`src/rtl/arb_pkg.sv`:
```
// Shared types and helpers for the cache-line memory arbiters.
package arb_pkg;

  typedef enum logic [1:0] {
    IDLE = 2'd0,
    BUSY = 2'd1,
    DONE = 2'd2
  } arb_state_t;

  typedef enum logic {
    ARB_FIXED = 1'b0,
    ARB_RR    = 1'b1
  } arb_mode_t;

  localparam int MAX_ADDR_W = 64;

  // Clears the byte-offset bits so the address points at the start of its line.
  function automatic logic [MAX_ADDR_W-1:0] line_align(input logic [MAX_ADDR_W-1:0] addr,
                                                       input int line_w);
    int off_bits;
    off_bits = $clog2(line_w / 8);
    return addr & ~((MAX_ADDR_W'(1) << off_bits) - MAX_ADDR_W'(1));
  endfunction

endpackage

```
`src/rtl/arb_select.sv`:
```
// Combinational winner selection: lowest set index (fixed) or the first set index
// after the round-robin pointer, wrapping modulo NUM_PORTS.
module arb_select
  import arb_pkg::*;
#(
  parameter int NUM_PORTS = 2
) (
  input  logic [NUM_PORTS-1:0]         i_req,
  input  logic [$clog2(NUM_PORTS)-1:0] i_rr_ptr,
  input  arb_mode_t                    i_mode,
  output logic [$clog2(NUM_PORTS)-1:0] o_winner,
  output logic                         o_valid
);
  localparam int IDX_W = $clog2(NUM_PORTS);

  logic             w_found;
  logic [IDX_W-1:0] w_idx;

  assign o_valid = |i_req;

  // NOTE: every signal written here gets a default first, so no path can infer a latch.
  always_comb begin
    o_winner = '0;
    w_found  = 1'b0;
    w_idx    = '0;
    if (i_mode == ARB_FIXED) begin
      for (int i = NUM_PORTS - 1; i >= 0; i--) begin
        if (i_req[i]) o_winner = IDX_W'(i);
      end
    end else begin
      for (int k = 1; k <= NUM_PORTS; k++) begin
        w_idx = IDX_W'((int'(i_rr_ptr) + k) % NUM_PORTS);
        if (!w_found && i_req[w_idx]) begin
          o_winner = w_idx;
          w_found  = 1'b1;
        end
      end
    end
  end

endmodule

```
`src/rtl/line_mem_arbiter.sv`:
```
// N-client cache-line arbiter: serialises client line reads/writes onto one burst-memory
// port and returns a one-cycle completion pulse to the granted client.
module line_mem_arbiter
  import arb_pkg::*;
#(
  parameter int NUM_PORTS = 2,
  parameter int LINE_W    = 256,
  parameter int ADDR_W    = 32,
  parameter int ARB_MODE  = 0
) (
  input  logic                         clk,
  input  logic                         reset,
  input  logic [NUM_PORTS-1:0]         cl_read,
  input  logic [NUM_PORTS-1:0]         cl_write,
  input  logic [NUM_PORTS*ADDR_W-1:0]  cl_addr,
  input  logic [NUM_PORTS*LINE_W-1:0]  cl_wdata,
  output logic [NUM_PORTS-1:0]         cl_resp,
  output logic [LINE_W-1:0]            cl_rdata,
  output logic                         pmem_read,
  output logic                         pmem_write,
  output logic [ADDR_W-1:0]            pmem_addr,
  output logic [LINE_W-1:0]            pmem_wdata,
  input  logic [LINE_W-1:0]            pmem_rdata,
  input  logic                         pmem_resp,
  output logic [$clog2(NUM_PORTS)-1:0] grant_id,
  output logic                         busy,
  output logic                         proto_err
);
  localparam int        IDX_W = $clog2(NUM_PORTS);
  localparam arb_mode_t MODE  = (ARB_MODE == 1) ? ARB_RR : ARB_FIXED;

  arb_state_t         r_state;
  arb_state_t         w_state_nxt;
  logic [IDX_W-1:0]   r_winner;
  logic [IDX_W-1:0]   r_rr_ptr;
  logic               r_op_write;
  logic [ADDR_W-1:0]  r_addr;
  logic [LINE_W-1:0]  r_wdata;
  logic [LINE_W-1:0]  r_rdata;
  logic               r_proto_err;

  logic [NUM_PORTS-1:0] w_req;
  logic [IDX_W-1:0]     w_winner;
  logic                 w_valid;
  logic                 w_grant;

  assign w_req   = cl_read | cl_write;
  assign w_grant = (r_state == IDLE) && w_valid;

  arb_select #(
    .NUM_PORTS(NUM_PORTS)
  ) u_select (
    .i_req   (w_req),
    .i_rr_ptr(r_rr_ptr),
    .i_mode  (MODE),
    .o_winner(w_winner),
    .o_valid (w_valid)
  );

  always_comb begin
    w_state_nxt = r_state;
    pmem_read   = 1'b0;
    pmem_write  = 1'b0;
    cl_resp     = '0;
    unique case (r_state)
      IDLE: if (w_valid) w_state_nxt = BUSY;
      BUSY: begin
        pmem_read  = ~r_op_write;
        pmem_write = r_op_write;
        if (pmem_resp) w_state_nxt = DONE;
      end
      DONE: begin
        cl_resp[r_winner] = 1'b1;
        w_state_nxt       = IDLE;
      end
      default: w_state_nxt = IDLE;
    endcase
  end

  // NOTE: state is updated with non-blocking assignments so every register samples
  // pre-edge values regardless of statement order.
  always_ff @(posedge clk) begin
    if (reset) begin
      // NOTE: the wide line registers are reset too because they drive outputs that must
      // read zero out of reset; they are plain flops, not a memory array.
      r_state     <= IDLE;
      r_winner    <= '0;
      r_rr_ptr    <= IDX_W'(NUM_PORTS - 1);
      r_op_write  <= 1'b0;
      r_addr      <= '0;
      r_wdata     <= '0;
      r_rdata     <= '0;
      r_proto_err <= 1'b0;
    end else begin
      r_state <= w_state_nxt;
      if (|(cl_read & cl_write)) r_proto_err <= 1'b1;
      if (w_grant) begin
        r_winner   <= w_winner;
        r_rr_ptr   <= w_winner;
        r_op_write <= cl_write[w_winner];
        r_addr     <= ADDR_W'(line_align(MAX_ADDR_W'(cl_addr[w_winner*ADDR_W +: ADDR_W]), LINE_W));
        r_wdata    <= cl_wdata[w_winner*LINE_W +: LINE_W];
      end
      // Read data is captured on the completion beat; for writes it is simply unused.
      if ((r_state == BUSY) && pmem_resp) r_rdata <= pmem_rdata;
    end
  end

  assign cl_rdata   = r_rdata;
  assign pmem_addr  = r_addr;
  assign pmem_wdata = r_wdata;
  assign grant_id   = r_winner;
  assign busy       = (r_state != IDLE);
  assign proto_err  = r_proto_err;

endmodule

```
`config.mk`:
```
export PLATFORM = sky130hd
export DESIGN_NAME = line_mem_arbiter
export DESIGN_NICKNAME = d
export VERILOG_FILES = /design/src/rtl/arb_pkg.sv /design/src/rtl/arb_select.sv /design/src/rtl/line_mem_arbiter.sv
export SDC_FILE = /design/constraint.sdc
export NUM_CORES = 1
export LEC_CHECK = 0
export ABC_CLOCK_PERIOD_IN_PS = 2820
export BUFFER_PORTS_ARGS = -buffer_cell sky130_fd_sc_hd__buf_4
export CAP_MARGIN = 5
export CORE_AREA = 2 2 543 545
export DETAILED_ROUTE_END_ITERATION = 10
export DIE_AREA = 0 0 545 547
export SETUP_SLACK_MARGIN = 0.05
export SYNTH_ARGS = -nofsm -noshare
export SYNTH_HDL_FRONTEND = slang
export SYNTH_HIERARCHICAL = 1
export SYNTH_SLANG_ARGS = --single-unit
export TNS_END_PERCENT = 20
```
`constraint.sdc`:
```
create_clock -name clk -period 2.82 [get_ports clk]
set_input_delay 0.705 -clock clk [delete_from_list [all_inputs] [get_ports clk]]
set_output_delay 0.705 -clock clk [all_outputs]
set_load 0.05 [all_outputs]
```
==> results of run 1 <==
-- worst paths after layout --
check,cells past startpoint,startpoint,to
worst max-delay path,3,r_state[0],busy
worst max register to register,5,r_state[1],cl_rdata[222]
worst min-delay path,3,pmem_rdata[212],cl_rdata[212]
worst min register to register,2,cl_rdata[247],cl_rdata[247]
-- registers in the layout, summed over array words and instances, names as in the netlist --
name / flops
r_rr_ptr: 1
r_state: 2
proto_err: 1
cl_rdata: 256
pmem_wdata: 256
r_op_write: 1
pmem_addr: 27
grant_id: 1
-- cell type report --
cell class                      instances  share of cell area
Tap cell                             3919               0.126
Timing Repair Buffer                 1477               0.296
Sequential cell                       545               0.280
Clock buffer                          106              0.0569
Multi-Input combinational cell       1367               0.228
Clock inverter                         26             0.00829
Inverter                                1           0.0000964
Antenna cell                           69             0.00443
-- routing by layer --
layer  up-vias  wire length [µm]  GRT usage
met5         -              1410          0
met4       210              8630     0.0462
met3       485             41400      0.117
met2      1435             85700      0.198
met1     10200             73000      0.137
li1      10200                 -          -
-- repair_timing --
item,CTS,global route
endpoints found under the setup margin,5,0
resized for setup,3,0
hold endpoints to repair,0,0
-- through the flow --
step | setup WS, ns | cells | hold slack (ns)
2_1_floorplan | 0.403 | 2100 | 0.429
3_3_place_gp | 0.201 | 7309 | 0.443
3_5_place_dp | 0.156 | 7309 | 0.446
4_1_cts | 0.0467 | 7441 | 0.0713
5_1_grt | 0.0568 | 7458 | 0.108
6_report | 0.221 | 7510 | 0.173
-- worst min-delay path, stage by stage --
cell     delay [ns]
buf_4          0.11
nand2_1        0.04
a21oi_1        0.05
-- kinds of logic after synthesis --
| kind of cell | after synthesis |
|---|---|
| AOI/OAI and AO/OA | 546 |
| buffers and inverters | 188 |
| DFF | 545 |
| muxes | 284 |
| other | 1 |
| and+or+nand+nor | 531 |
-- synth_stat cells (all sizes together) --
cell type,n,share of area
a2111oi,1,0.00042
a21boi,1,0.00036
a21oi,259,0.063
a221oi,1,0.00042
and3b,3,0.0013
buf,78,0.027
clkbuf,109,0.020
conb,1,0.00018
dfxtp,545,0.53
inv,1,0.00018
mux2i,284,0.14
nand2,514,0.093
nand2b,1,0.00030
nand3,1,0.00024
nand3b,1,0.00036
nor2,4,0.00072
nor3b,2,0.00072
o2bb2ai,284,0.13
or2,4,0.0012
or3b,1,0.00042
-- power breakdown --
part	total (W)	internal, W	switching, W
combinational	0.00662	0.00226	0.00436
sequential	0.00866	0.00830	0.000363
clock	0.0102	0.00605	0.00415
total	0.0255	0.0166	0.00887
==> results.yml, run 1 <==
run_status:
  status: "finished clean"
timing:
  relSlewSlack: 0.573
  final_max_slew_viol_count: 0
  timing.final.crit_period_ns: 2.60
  fin_worst_skew_ns: 0.0515
  min_period_over_period: 0.922
  worst_pin_slew_ns: 0.641
  fmax_ghz: 0.385
  tns_ns: 0
  finalSetupViolCount: 0
  hold_viol: 0
  rsz0062_at_grt: "false"
cts:
  clk_pin_slew_ns: 0.06
  cts_sinks: 545
  clock_path_buffers: 4
  cts_hold_buf: 0
  ctsRootBufferMaster: "clkbuf_16"
  insertion_delay_ns: 0.78
  cts_tree: "yes"
  htreeDepth: 3
  numCtsBuffers: 79
  post_cts_buffers: 0
critical_path:
  critical-path-top-delay-family: "flip-flops"
  required_ns: 2.12
  worstPathArrival_ns: 1.89
  crit_type: "register to output port"
  critPathMaxFanout: 10
  cp-end-kind: "output port"
  r2r_slack_ns: 0.97
  start_kind: "register"
  crit_slowest_cell: "dfxtp_4"
  crit_chain: "nor2_1 -> inv_1 -> buf_4"
  critical-path-max-stage-delay_ns: 0.42
  worst-path-buf-inv: 2
pwr:
  power_density_mw_per_mm2: 654
  p_leak_nw: 15.7
  ir_worst_vdd_v: 0.000399
  finalPower_w: 0.0255
die:
  num_io_pins: 1390
  die_w_um: 545
  rows: 199
  core_area_mm2: 0.293
  die_height_um: 547
  die_area_mm2: 0.298
  initial_core_util: 0.0708
cells_and_area:
  ff_latch_area_mm2: 0.0109
  final_area_mm2: 0.0390
  multi_input_area_mm2: 0.00887
  layout.cells.most_common: "buf_4"
  layout_common_cells: "1440 x buf_4, 543 x dfxtp_1, 514 x nand2_1, 284 x mux2i_1, 263 x o2bb2ai_1"
  syn_to_final_growth_pct: 88.1
  nNetsFinal: 4310
  final_util: 0.133
  num-fill-cells: 33500
  drive_above_1_share: 0.461
global_route:
  grt_max_degree: 96
  grt.total_usage: 0.134
  grt_pass1_wl_um: 252000
  grt_pass1_vias: 21500
  overflow: 0
  antenna_found_initial: 253
yosys:
  synth.distinct_cells: 25
  post_synth.cell_area_avg_um2: 9.89
  synth_top_family_by_area: "compound AO/OA/AOI/OAI gates"
  synth-compound-area-share: 0.190
  ys_seq_elements: 545
  synth-warning-count: 6
  synthAdderAreaFrac: 0
  synthXorXnorAreaFrac: 0
  syn_area_mm2: 0.0207
  synth-simple-area-share: 0.0984
  synth_mux_area_frac: 0.137
  syn_inst: 2095
  yosysSeqAreaShare: 0.527
run:
  cap_violations: 0
drt:
  vias: 22600
  ant_nets: 0
  drc_errors: 0
  viasPerCell: 3.01
  postRouteWirelength_um: 210000
  drt_iter0_drc: 1409
  dr.pass1.iters: 7
  wl_per_cell_um: 28.0
placement:
  dp_hpwl_um: 186000
  dpl_cell_area_mm2: 0.0362
  port_buffers: 1374
  gp_congestion: 0.952
hold_path:
  hold_class: "input pin to register"
(Power assumes the default switching activity.)
==> run 2: changes to the inputs <==
--- a/config.mk
+++ b/config.mk
@@ -8,9 +8,9 @@
 export ABC_CLOCK_PERIOD_IN_PS = 2820
 export BUFFER_PORTS_ARGS = -buffer_cell sky130_fd_sc_hd__buf_4
 export CAP_MARGIN = 5
-export CORE_AREA = 2 2 543 545
+export CORE_AREA = 5 5 546 548
 export DETAILED_ROUTE_END_ITERATION = 10
-export DIE_AREA = 0 0 545 547
+export DIE_AREA = 0 0 551 553
 export SETUP_SLACK_MARGIN = 0.05
 export SYNTH_ARGS = -nofsm -noshare
 export SYNTH_HDL_FRONTEND = slang
==> run 2 against run 1 <==
Compared with the run above:
- power fell by 0.83%
- clock power barely moved
- die area rose by 2.2%
- via count fell by 0.36%
- hold slack got worse by 0.051 ns
- clock-buffer cell count rose by 2
- critical endpoint is now pmem_read
==> results.yml, run 2 (synthesized netlist as in run 1, its figures left out) <==
run_status:
  status: "finished clean"
die:
  die_area_mm2: 0.305
  die_w_um: 551
  die_height_um: 553
  initial_core_util: 0.0708
  core_area_mm2: 0.293
  num_io_pins: 1390
  rows: 199
critical_path:
  start_kind: "register"
  critical-path-max-stage-delay_ns: 0.49
  required_ns: 2.12
  r2r_end: "pmem_wdata[155]"
  critPathMaxFanout: 10
  crit_chain: "nor3b_1 -> buf_4"
  crit_type: "register to output port"
  worstPathArrival_ns: 1.86
  cp-end-kind: "output port"
  crit_slowest_cell: "dfxtp_1"
  worstRegToRegCells: 5
  r2r_slack_ns: 0.89
  r2r-start: "r_state[1]"
cells_and_area:
  layout.cells.most_common: "buf_4"
  final_util: 0.132
  nNetsFinal: 4285
  num-fill-cells: 33400
  drive_above_1_share: 0.456
  syn_to_final_growth_pct: 86.6
  final_area_mm2: 0.0386
  layout_common_cells: "1419 x buf_4, 545 x dfxtp_1, 514 x nand2_1, 284 x mux2i_1, 263 x o2bb2ai_1"
  final_cells: 7467
  multi_input_area_mm2: 0.00887
  ff_latch_area_mm2: 0.0109
global_route:
  overflow: 0
  grt.total_usage: 0.126
  antenna_found_initial: 247
  grt_max_degree: 133
  grt_pass1_vias: 21500
  grt_pass1_wl_um: 245000
cts:
  clock_path_buffers: 4
  htreeDepth: 3
  cts_tree: "yes"
  post_cts_buffers: 0
  insertion_delay_ns: 0.81
  cts_sinks: 545
  ctsRootBufferMaster: "clkbuf_16"
  clk_pin_slew_ns: 0.07
  numCtsBuffers: 79
timing:
  final_max_slew_viol_count: 0
  worst_pin_slew_ns: 0.929
  relSlewSlack: 0.381
  tns_ns: 0
  finalSetupViolCount: 0
  fin_worst_skew_ns: 0.0832
  timing.final.crit_period_ns: 2.56
  min_period_over_period: 0.908
  rsz0062_at_grt: "false"
  fmax_ghz: 0.390
  hold_viol: 0
drt:
  ant_nets: 0
  postRouteWirelength_um: 202000
  drc_errors: 0
  drt_iter0_drc: 1403
  dr.pass1.iters: 5
  viasPerCell: 3.01
  wl_per_cell_um: 27.1
  vias: 22500
pwr:
  power_density_mw_per_mm2: 654
  combPwrFrac: 0.258
  p_sw_w: 0.00883
  p_leak_nw: 15.5
  p_int_w: 0.0164
  p_sw_frac: 0.349
  ir_worst_vdd_v: 0.000480
  seq_power_share: 0.342
  power.share.clock: 0.400
placement:
  dp_hpwl_um: 179000
  gp_congestion: 0.926
  port_buffers: 1374
  dpl_cell_area_mm2: 0.0360
  dp_cells: 7284
hold_path:
  hold_class: "input pin to register"
  hold_path_depth: 3
  min_from: "pmem_rdata[127]"
  hold_end: "cl_rdata[127]"
run:
  cap_violations: 0
run 2: changes by cell type in the layout (fill, tap and decap cells not counted), sizes merged:
cell and delta:
diode -24, buf -25, clkbuf +2, clkinv +3, bufinv -1, clkinvlp +2
run 2: routing by layer:
metal	up-vias	global-route usage	wire, µm
li1	10200	-	-
met4	250	0.0390	7220
met1	10200	0.124	68500
met3	502	0.120	41900
met2	1368	0.185	83000
met5	-	0	1670
run 2: final cells by class:
cell class                 instances  area share
timing repair buffer            1452       0.293
sequential                       545       0.282
multi-input combinational       1367       0.230
tap                             3919       0.127
clock buffer                     108      0.0566
clock inverter                    30     0.00900
antenna                           45     0.00291
inverter                           1   0.0000971
run 2: per-stage QoR:
stage	power (W)	hold slack [ns]	worst slack (ns)
3_3_place_gp	0.0154	0.444	0.172
4_1_cts	0.0258	0.0260	0.0885
6_report	0.0253	0.122	0.259
5_1_grt	0.0263	0.0803	0.110
2_1_floorplan	0.0122	0.429	0.403
3_5_place_dp	0.0155	0.447	0.123
run 2: repair_timing:
action | CTS | global route
hold buffers | 0 | 0
resized for setup | 0 | 1
endpoints found under the setup margin | 0 | 1
run 2: worst max path at each step:
stage                                  to  slack (ns)   startpoint  cells after the start
after floorplan                cl_resp[0]        0.40     grant_id                      1
after global placement    pmem_wdata[215]        0.17  cl_write[0]                      7
after detailed placement  pmem_wdata[207]        0.12  cl_write[0]                      7
after CTS                            busy        0.09   r_state[1]                      3
after global routing            pmem_read        0.11   r_state[0]                      2
final                           pmem_read        0.26   r_state[0]                      2
run 2: power by group through the flow:
stage	Clock (W)	Sequential, W	Combinational [W]
3_3_place_gp	0	0.00879	0.00666
4_1_cts	0.0105	0.00864	0.00667
6_report	0.0101	0.00865	0.00652
3_5_place_dp	0	0.00880	0.00666
5_1_grt	0.0107	0.00872	0.00686
2_1_floorplan	0	0.0108	0.00142
run 2: critical path: cells and delay by family, from the launching register on:
family                 cells  cell delay, ns
flip-flops                 1            0.49
buffers and inverters      1            0.30
AND/OR/NAND/NOR            1            0.23
